**src/rtl/dac7611_arbiter_ctrl_if.sv**
```systemverilog
// Requester handshake, status flags and DAC7611 pin bundle for dac7611_arbiter_ctrl.
// The slave modport is the controller side; master is the requester/board side.
interface dac7611_arbiter_ctrl_if;
   logic        enable;
   logic        req0;
   logic        req1;
   logic [11:0] data0;
   logic [11:0] data1;
   logic        ack0;
   logic        ack1;
   logic        busy;
   logic        done;
   logic        CLK_3;
   logic        SDI_4;
   logic        LD_5;

   modport slave (
      input  enable, req0, req1, data0, data1,
      output ack0, ack1, busy, done, CLK_3, SDI_4, LD_5
   );

   modport master (
      output enable, req0, req1, data0, data1,
      input  ack0, ack1, busy, done, CLK_3, SDI_4, LD_5
   );
endinterface

```
**src/rtl/dac7611_arbiter_ctrl.sv**
```systemverilog
// Two-requester round-robin front end for a DAC7611 12-bit serial DAC: grants one
// requester, shifts its code MSB first at clk_X4/4, then pulses LD_5 low to load it.
module dac7611_arbiter_ctrl #(
   parameter int unsigned GAP_CYCLES = 4
) (
   input  logic                         clk_X4,
   input  logic                         rst_n,
   dac7611_arbiter_ctrl_if.slave        bus
);

   typedef enum logic [1:0] {
      IDLE  = 2'd0,
      SHIFT = 2'd1,
      HOLD  = 2'd2,
      LOAD  = 2'd3
   } state_e;

   localparam logic [3:0] LAST_HOLD = 4'd1;
   localparam logic [3:0] LAST_GAP  = 4'(GAP_CYCLES - 1);

   state_e      state_q, state_d;
   logic [3:0]  bit_cnt_q, bit_cnt_d;
   logic [1:0]  phase_q, phase_d;
   logic [3:0]  wait_cnt_q, wait_cnt_d;
   logic [11:0] shreg_q, shreg_d;
   logic        last_grant_q, last_grant_d;
   logic        ack0_q, ack0_d;
   logic        ack1_q, ack1_d;
   logic        busy_q, busy_d;
   logic        done_q, done_d;
   logic        clk3_q, clk3_d;
   logic        sdi_q, sdi_d;
   logic        ld_q, ld_d;

   logic        grant_any;
   logic        grant_sel;

   // grant_sel: 0 selects requester 0, 1 selects requester 1
   always_comb begin
      grant_any = bus.enable && (bus.req0 || bus.req1);
      if (bus.req0 && bus.req1) begin
         grant_sel = ~last_grant_q;
      end else begin
         grant_sel = bus.req1;
      end
   end

   always_comb begin
      // NOTE: every variable gets a default before the case so no path leaves it unassigned, which would infer a latch.
      state_d      = state_q;
      bit_cnt_d    = bit_cnt_q;
      phase_d      = phase_q;
      wait_cnt_d   = wait_cnt_q;
      shreg_d      = shreg_q;
      last_grant_d = last_grant_q;
      ack0_d       = 1'b0;
      ack1_d       = 1'b0;
      done_d       = 1'b0;

      unique case (state_q)
         IDLE: begin
            if (grant_any) begin
               state_d      = SHIFT;
               bit_cnt_d    = 4'd11;
               phase_d      = 2'd0;
               shreg_d      = grant_sel ? bus.data1 : bus.data0;
               last_grant_d = grant_sel;
               ack0_d       = ~grant_sel;
               ack1_d       = grant_sel;
            end
         end

         SHIFT: begin
            phase_d = phase_q + 2'd1;
            if (phase_q == 2'd3) begin
               if (bit_cnt_q == 4'd0) begin
                  state_d    = HOLD;
                  wait_cnt_d = 4'd0;
               end else begin
                  bit_cnt_d = bit_cnt_q - 4'd1;
                  shreg_d   = {shreg_q[10:0], shreg_q[11]};
               end
            end
         end

         HOLD: begin
            wait_cnt_d = wait_cnt_q + 4'd1;
            if (wait_cnt_q == LAST_HOLD) begin
               state_d    = LOAD;
               wait_cnt_d = 4'd0;
               done_d     = 1'b1;
            end
         end

         LOAD: begin
            wait_cnt_d = wait_cnt_q + 4'd1;
            if (wait_cnt_q == LAST_GAP) begin
               state_d    = IDLE;
               wait_cnt_d = 4'd0;
            end
         end

         default: state_d = IDLE;
      endcase

      // Pins are decoded from the next state so they leave the block straight from flops.
      busy_d = (state_d != IDLE);
      ld_d   = (state_d == SHIFT) || (state_d == HOLD);
      clk3_d = 1'b1;
      sdi_d  = 1'b0;
      if (state_d == SHIFT) begin
         clk3_d = phase_d[1];
         sdi_d  = shreg_d[11];
      end
   end

   always_ff @(posedge clk_X4 or negedge rst_n) begin
      if (!rst_n) begin
         state_q      <= IDLE;
         bit_cnt_q    <= 4'd0;
         phase_q      <= 2'd0;
         wait_cnt_q   <= 4'd0;
         shreg_q      <= 12'd0;
         last_grant_q <= 1'b1;
         ack0_q       <= 1'b0;
         ack1_q       <= 1'b0;
         busy_q       <= 1'b0;
         done_q       <= 1'b0;
         clk3_q       <= 1'b1;
         sdi_q        <= 1'b0;
         ld_q         <= 1'b0;
      end else begin
         // NOTE: non-blocking updates so every flop samples the pre-edge values computed above.
         state_q      <= state_d;
         bit_cnt_q    <= bit_cnt_d;
         phase_q      <= phase_d;
         wait_cnt_q   <= wait_cnt_d;
         shreg_q      <= shreg_d;
         last_grant_q <= last_grant_d;
         ack0_q       <= ack0_d;
         ack1_q       <= ack1_d;
         busy_q       <= busy_d;
         done_q       <= done_d;
         clk3_q       <= clk3_d;
         sdi_q        <= sdi_d;
         ld_q         <= ld_d;
      end
   end

   assign bus.ack0  = ack0_q;
   assign bus.ack1  = ack1_q;
   assign bus.busy  = busy_q;
   assign bus.done  = done_q;
   assign bus.CLK_3 = clk3_q;
   assign bus.SDI_4 = sdi_q;
   assign bus.LD_5  = ld_q;

endmodule

```
**src/flat_wrapper.sv**
```systemverilog
// flat-port wrapper written by rule: the top's interface ports become plain ports
module dac7611_arbiter_ctrl_flat 
#(
   parameter int unsigned GAP_CYCLES = 4
)
  (clk_X4, rst_n, bus_enable, bus_req0, bus_req1, bus_data0, bus_data1, bus_ack0, bus_ack1, bus_busy, bus_done, bus_CLK_3, bus_SDI_4, bus_LD_5);
  dac7611_arbiter_ctrl_if bus_i ();
  input  logic clk_X4;
  input  logic rst_n;
  input wire logic [$bits(bus_i.enable)-1:0] bus_enable;
  input wire logic [$bits(bus_i.req0)-1:0] bus_req0;
  input wire logic [$bits(bus_i.req1)-1:0] bus_req1;
  input wire logic [$bits(bus_i.data0)-1:0] bus_data0;
  input wire logic [$bits(bus_i.data1)-1:0] bus_data1;
  output wire logic [$bits(bus_i.ack0)-1:0] bus_ack0;
  output wire logic [$bits(bus_i.ack1)-1:0] bus_ack1;
  output wire logic [$bits(bus_i.busy)-1:0] bus_busy;
  output wire logic [$bits(bus_i.done)-1:0] bus_done;
  output wire logic [$bits(bus_i.CLK_3)-1:0] bus_CLK_3;
  output wire logic [$bits(bus_i.SDI_4)-1:0] bus_SDI_4;
  output wire logic [$bits(bus_i.LD_5)-1:0] bus_LD_5;
  assign bus_i.enable = bus_enable;
  assign bus_i.req0 = bus_req0;
  assign bus_i.req1 = bus_req1;
  assign bus_i.data0 = bus_data0;
  assign bus_i.data1 = bus_data1;
  assign bus_ack0 = bus_i.ack0;
  assign bus_ack1 = bus_i.ack1;
  assign bus_busy = bus_i.busy;
  assign bus_done = bus_i.done;
  assign bus_CLK_3 = bus_i.CLK_3;
  assign bus_SDI_4 = bus_i.SDI_4;
  assign bus_LD_5 = bus_i.LD_5;
  dac7611_arbiter_ctrl #(.GAP_CYCLES(GAP_CYCLES)) u_core (.clk_X4(clk_X4), .rst_n(rst_n), .bus(bus_i));
endmodule
```
**config.mk**
```make
export PLATFORM = sky130hd
export DESIGN_NAME = dac7611_arbiter_ctrl_flat
export DESIGN_NICKNAME = d
export VERILOG_FILES = /design/src/rtl/dac7611_arbiter_ctrl_if.sv /design/src/rtl/dac7611_arbiter_ctrl.sv /design/src/flat_wrapper.sv
export SDC_FILE = /design/constraint.sdc
export NUM_CORES = 1
export LEC_CHECK = 0
export CORE_UTILIZATION = 51
export CTS_BUF_LIST = sky130_fd_sc_hd__clkbuf_2 sky130_fd_sc_hd__clkbuf_4 sky130_fd_sc_hd__clkbuf_8
export CTS_CLUSTER_SIZE = 12
export DETAILED_ROUTE_END_ITERATION = 6
export PLACE_DENSITY = 0.91
export SYNTH_ARGS = -nofsm -noshare
export SYNTH_HDL_FRONTEND = slang
export SYNTH_SLANG_ARGS = --single-unit
```
**constraint.sdc**
```tcl
create_clock -name clk_X4 -period 2.74 [get_ports clk_X4]
set_input_delay 0.274 -clock clk_X4 [delete_from_list [all_inputs] [get_ports clk_X4]]
set_output_delay 0.274 -clock clk_X4 [all_outputs]
set_load 0.005 [all_outputs]
```
Yosys cells after proc, flatten, opt, wreduce, memory -nomap -nowiden
Index checks and enable logic that the tools add are counted.

Register bits: 32. Latch bits: 0. Memory bits (writable): 0. Bits in read-only memories: 0. Word-level logic and storage cells: 76. Memories kept: 0.

Add/sub/neg operators: 3. Multiply operators: 0. Div/mod/pow operators: 0. Order comparisons: 0. Equality and inequality tests: 12. Shift operators: 0. Mux-type cells: 31. Bitwise operators: 2. Reductions and logical operators: 13.

Operators with widths (number): $mux W12 (4); $mux W4 (7); $pmux W12 S2 (1); $mux W2 (6); $pmux W4 S3 (1); $mux W1 (9); $eq A2 B2 Y1 const B (4); $pmux W2 S4 (1); $pmux W4 S2 (1); $ne A2 B1 Y1 const B (3); $add A4 B1 Y4 const B (1); $eq A2 B1 Y1 const B (2); $eq A4 B1 Y1 const B (1); $eq A4 B2 Y1 const B (1); $logic_not A4 Y1 (1); $pmux W2 S2 (1); $reduce_and A2 Y1 (2); $reduce_and A4 Y1 (1); $reduce_bool A2 Y1 (2); $sub A4 B1 Y4 const B (1); $reduce_and A3 Y1 (1); $reduce_bool A3 Y1 (1); $add A2 B1 Y2 const B (1); $logic_and A1 B1 Y1 (2); other kinds (4) (6).

Longest topological paths before layout
Word-level depth: 6. Mapped depth: 8.

Worst setup path before layout
Ideal clock, no wire load.

Kind: register to register. Start: register u_core.bit_cnt_q[0]. End: register u_core.sdi_q (netlist: u_core.bus.SDI_4). Setup time: 0.119 ns. Data arrival time: 1.896 ns. Required time: 2.621 ns. Setup slack: 0.725 ns. Stages on the path, launching flop included: 9. Buffers on the path: 1. Period minus slack after synthesis: 2.015 ns. Path through: dfrtp_1 inv_1 ha_1 or3b_1 buf_2 o21ai_0 o21ai_0 ha_1 and2_1.

Longest elaborated chain between the ends: 6.

Ends and longest elaborated chain: start, declared (line dac7611_arbiter_ctrl.sv:22) `logic [3:0] bit_cnt_q, bit_cnt_d;`; start signal, assigned (line dac7611_arbiter_ctrl.sv:135) `bit_cnt_q <= bit_cnt_d;`; $logic_not A4 Y1 (*) (line dac7611_arbiter_ctrl.sv:76) `if (bit_cnt_q == 4'd0) begin`; $mux W2 (line dac7611_arbiter_ctrl.sv:76); $mux W2 (line dac7611_arbiter_ctrl.sv:75) `if (phase_q == 2'd3) begin`; $pmux W2 S4 (line dac7611_arbiter_ctrl.sv:60) `unique case (state_q)`; $eq A2 B1 Y1 (line dac7611_arbiter_ctrl.sv:111) `if (state_d == SHIFT) begin`; $mux W1 (*) (line dac7611_arbiter_ctrl.sv:111); net u_core.sdi_d (line dac7611_arbiter_ctrl.sv:32) `logic sdi_q, sdi_d;`; end signal, assigned (line dac7611_arbiter_ctrl.sv:145) `sdi_q <= sdi_d;`; end, declared (line dac7611_arbiter_ctrl.sv:32).

Mark *: on every way through the listed nets, which the timed path passes. The rest lies on a longest branch. The select of a mux whose other input is x is not followed. A chain may end at the register's enable or synchronous reset.

Worst setup path after layout
Ends and elaborated chain as after synthesis.

==> metrics list <==
* Count of cells along the worst register-to-register path: 7
- Nets@finish: 220
- At the pin with the least slew margin, the transition time is 530 ps.
- Post CTS Setup Buffer Count: 0
- Reg-to-Reg End: u_core.bus.SDI_4
- IR drop worst, VDD: 0.000737 V
- Global routing used 6.12% of the available met3 tracks.
- Post-synthesis instance total: 149
* Residual overflow from global routing: 0
- Post-synthesis register bit count: 32
* Vias in the first global route: 1,396
* Number of I/O port buffers: 35
* P per Cell Area: 856 nW/um^2
- The clock drives 32 sinks.
- Number of max-slew violations in the final report: 0
- The clock reaches the later pin of the worst-skew pair after 340 ps.
* Drt first-iter violations: 113
- Grt met2 use: 44.4%
* Number of vias per cell after detailed routing: 6.24
- Based on the critical path, the design can be clocked at up to 436 MHz.
* Global router's overall resource usage: 25.0%
- Worst Path Max Fanout: 7
- Startpoint types: flip-flop
- Maximum clock path buffer count: 2
- Via count of the routed design: 1,348
- Required time of the worst setup path: 2980 ps
- The count of final hold-check violations was 0.
* Nets in the synthesized netlist: 185
* Placer congestion estimate: 0.840
- Worst Setup End Kind: flip-flop
* Post-detailed-route DRC marker count: 5
- Broken down by cell family, the worst path's largest delay share belongs to compound AO/OA/AOI/OAI gates.
- The layer flagged by global routing as most heavily used is met2.
- Met1 global-route usage: 28.8%
- Crit-path slowest cell: sky130_fd_sc_hd__or3b_1
- Total core area: 2830 um^2
* Hold-fix buffers at CTS: 0
- Syn_area_per_cell: 10.5 um^2
* Global-route wire length before repair: 6.13 mm
- The repair_antennas step left the layout with diodes totalling 0.
- Setup crit end: u_core.bus.SDI_4
- Entering global routing, the biggest net connects 33 pins.
- On the final layout, the worst hold slack is 328 ps.
- Together, buffers and inverters on the worst path number 1.
* Post-layout instance count excluding filler cells: 216
* Levels on crit path: 7
- Height of the die: 57.3 um
- The pre-antenna-repair detailed-routing pass consisted of 6 iterations.
- Ratio of final minimum period to clock period: 83.8%
- Leakage power: 0.877 nW
* Total Wirelength: 3.66 mm
* Post-Synthesis Cell Area: 1560 um^2
- Post-CTS Resized: 0
- The die covers 3280 um^2.
* Unrepaired setup endpoints after global routing: false
- Starting density of the core: 55.1%
- Max-slew headroom at the worst pin: 64.6%
* CTS tree: built
- Fraction of final layout cells with drive strength greater than 1: 8.11%
* Rows: 19
- Die X: 57.3 um
* Post-synthesis sequential area ratio: 51.5%
- Clock-pin slew was measured on the worst setup and hold paths at 100 ps.
- Number of clock buffers inserted by TritonCTS: 5
- Total setup violations reported at the end of the flow: 0
- The startpoint identified for the worst register-to-register timing path is u_core.bit_cnt_q[0].
- Half-perimeter wire length after detailed placement: 2.63 mm
- Top-level port count: 36
- Count of yosys warnings during synthesis: 0
- In this run the register-to-register setup slack is 440 ps.
- The signal on the critical path passes through inv_1, ha_1, or3b_1, o21ai_0, o21ai_0, ha_1, and2_1.
- Number of nets still failing antenna checks after routing: 0
* Root buf cell: sky130_fd_sc_hd__clkbuf_4
- After layout, the minimum clock period comes to 2300 ps.
* Run status: complete, but fails checks
- Count of distinct cell types in the synthesized netlist: 38
- The initial antenna violation count was 0.
* Post-route setup TNS: 0 ps
* Highest cell delay on the worst timing path: 460 ps
- Clock skew on the completed layout was measured at 12.3 ps.
- After detailed routing, the average wire length per cell comes to 17.0 um.
- Compared with the post-synthesis result, the final layout area differs by 26.6%.
- Violated checks: DRC
* Deepest level of the CTS H-tree: 2
- The critical path is of the flip-flop to flip-flop type.
* Critical Path Source: u_core.bit_cnt_q[0]
- The min-delay analysis places its worst path in the category input port to asynchronous set/reset pin.
- Data arrival time of the worst path: 2530 ps
- Placed cells: 208
* Max-cap violations: 0
worst reg2reg max path, stage by stage, from the launching register on:
cell and delay (ps):
sky130_fd_sc_hd__dfrtp_1 400, sky130_fd_sc_hd__inv_1 120, sky130_fd_sc_hd__ha_1 160, sky130_fd_sc_hd__or3b_1 460, sky130_fd_sc_hd__o21ai_0 410, sky130_fd_sc_hd__o21ai_0 270
sky130_fd_sc_hd__ha_1 260, sky130_fd_sc_hd__and2_1 130
cell type report:
class	instances	area (um^2)
clock inverter	2	10.0
fill	217	855
timing repair buffer	37	365
tap	31	38.8
multi-input combinational	102	683
inverter	6	22.5
sequential	32	803
clock buffer	6	51.3
cell families (layout without fill, tap and decap cells):
kind of cell / after synthesis / in the layout / synth area share [%]
AO/OA/AOI/OAI: 47 / 47 / 21.2
AND/OR/NAND/NOR: 44 / 44 / 14.7
flip-flops: 32 / 32 / 51.5
buffers and inverters: 15 / 51 / 4.65
adder cells (fa/ha/maj): 7 / 7 / 5.62
XOR/XNOR: 3 / 3 / 1.69
multiplexers: 1 / 1 / 0.642
cells in the final DEF (no fill, tap or decap), types with 3 or more instances in the layout:
cell | synthesis | final
sky130_fd_sc_hd__nand3_1 | 4 | 4
sky130_fd_sc_hd__and3_1 | 4 | 4
sky130_fd_sc_hd__a32oi_1 | 6 | 6
sky130_fd_sc_hd__nand2_1 | 19 | 19
sky130_fd_sc_hd__a22oi_1 | 8 | 8
sky130_fd_sc_hd__dfrtp_1 | 30 | 30
sky130_fd_sc_hd__a222oi_1 | 5 | 5
sky130_fd_sc_hd__ha_1 | 7 | 7
sky130_fd_sc_hd__nor2_1 | 5 | 5
sky130_fd_sc_hd__inv_1 | 6 | 6
sky130_fd_sc_hd__clkbuf_4 | 0 | 5
sky130_fd_sc_hd__clkdlybuf4s50_1 | 0 | 35
sky130_fd_sc_hd__a21oi_1 | 5 | 5
sky130_fd_sc_hd__o21ai_0 | 14 | 14
sky130_fd_sc_hd__xor2_1 | 3 | 3
worst min path at each step:
stage,slack (ps),end,from
floorplan,-20,u_core.bit_cnt_q[0],rst_n
global placement,460,u_core.phase_q[0],u_core.phase_q[0]
detailed placement,470,u_core.shreg_q[3],u_core.shreg_q[3]
CTS,340,u_core.bus.ack0,rst_n
global route,360,u_core.bus.ack0,rst_n
finish,330,u_core.bus.done,rst_n
sequential cells by signal (all words and copies together), names as in the netlist:
register / cells
u_core.bit_cnt_q: 4
u_core.bus.CLK_3: 1
u_core.bus.LD_5: 1
u_core.bus.SDI_4: 1
u_core.bus.ack0: 1
u_core.bus.ack1: 1
u_core.bus.busy: 1
u_core.bus.done: 1
u_core.last_grant_q: 1
u_core.phase_q: 2
u_core.shreg_q: 12
u_core.state_q: 2
u_core.wait_cnt_q: 4
per-layer routing:
metal | share of wire, % | wire, um
met5 | 0 | 0
met4 | 1.5 | 55
met3 | 6.9 | 251
met2 | 51 | 1880
met1 | 40 | 1480
power by group:
group	internal, mW	switching [mW]
Clock	0.122	0.160
Combinational	0.297	0.320
Sequential	0.658	0.133
cell usage after synthesis:
cell type,count,area [um^2]
sky130_fd_sc_hd__nand2b_1,2,12.5
sky130_fd_sc_hd__a32oi_1,6,52.6
sky130_fd_sc_hd__clkbuf_2,1,5.00
sky130_fd_sc_hd__and3b_1,1,8.76
sky130_fd_sc_hd__nor2b_1,2,12.5
sky130_fd_sc_hd__a221o_1,1,10.0
sky130_fd_sc_hd__clkbuf_1,3,11.3
sky130_fd_sc_hd__or2_2,1,6.26
sky130_fd_sc_hd__ha_1,7,87.6
sky130_fd_sc_hd__nor2_1,5,18.8
sky130_fd_sc_hd__a31oi_1,1,6.26
sky130_fd_sc_hd__dfrtp_1,30,751
sky130_fd_sc_hd__o21ai_0,14,70.1
sky130_fd_sc_hd__nor3b_4,1,18.8
sky130_fd_sc_hd__a222oi_1,5,50.1
sky130_fd_sc_hd__o21a_1,1,7.51
sky130_fd_sc_hd__dfstp_2,2,52.6
sky130_fd_sc_hd__mux2i_1,1,10.0
sky130_fd_sc_hd__xor2_1,3,26.3
sky130_fd_sc_hd__nand2_1,19,71.3
sky130_fd_sc_hd__buf_2,3,15.0
sky130_fd_sc_hd__nand3_1,4,20.0
sky130_fd_sc_hd__nor3_1,1,5.00
sky130_fd_sc_hd__a21oi_1,5,25.0
sky130_fd_sc_hd__inv_1,6,22.5
sky130_fd_sc_hd__and2_4,1,8.76
sky130_fd_sc_hd__a22oi_1,8,60.1
sky130_fd_sc_hd__buf_4,1,7.51
sky130_fd_sc_hd__o22a_1,1,8.76
sky130_fd_sc_hd__a32o_1,1,10.0
sky130_fd_sc_hd__or3b_1,1,8.76
sky130_fd_sc_hd__and2_1,2,12.5
sky130_fd_sc_hd__o32ai_1,1,8.76
sky130_fd_sc_hd__buf_6,1,11.3
sky130_fd_sc_hd__a21boi_1,1,7.51
sky130_fd_sc_hd__o31ai_1,1,7.51
sky130_fd_sc_hd__and3_1,4,25.0
sky130_fd_sc_hd__o22ai_1,1,6.26
through the flow:
stage	util, %	instance area, um^2	power (mW)	setup slack, ps
2_1_floorplan	-	1560	1.18	725
3_5_place_dp	67.6	1910	1.40	503
4_1_cts	69.8	1970	1.69	473
5_1_grt	69.8	1970	1.82	315
3_3_place_gp	67.6	1910	1.36	594
6_report	69.8	1970	1.69	445
Note: power is estimated with default switching activity, not from simulation.
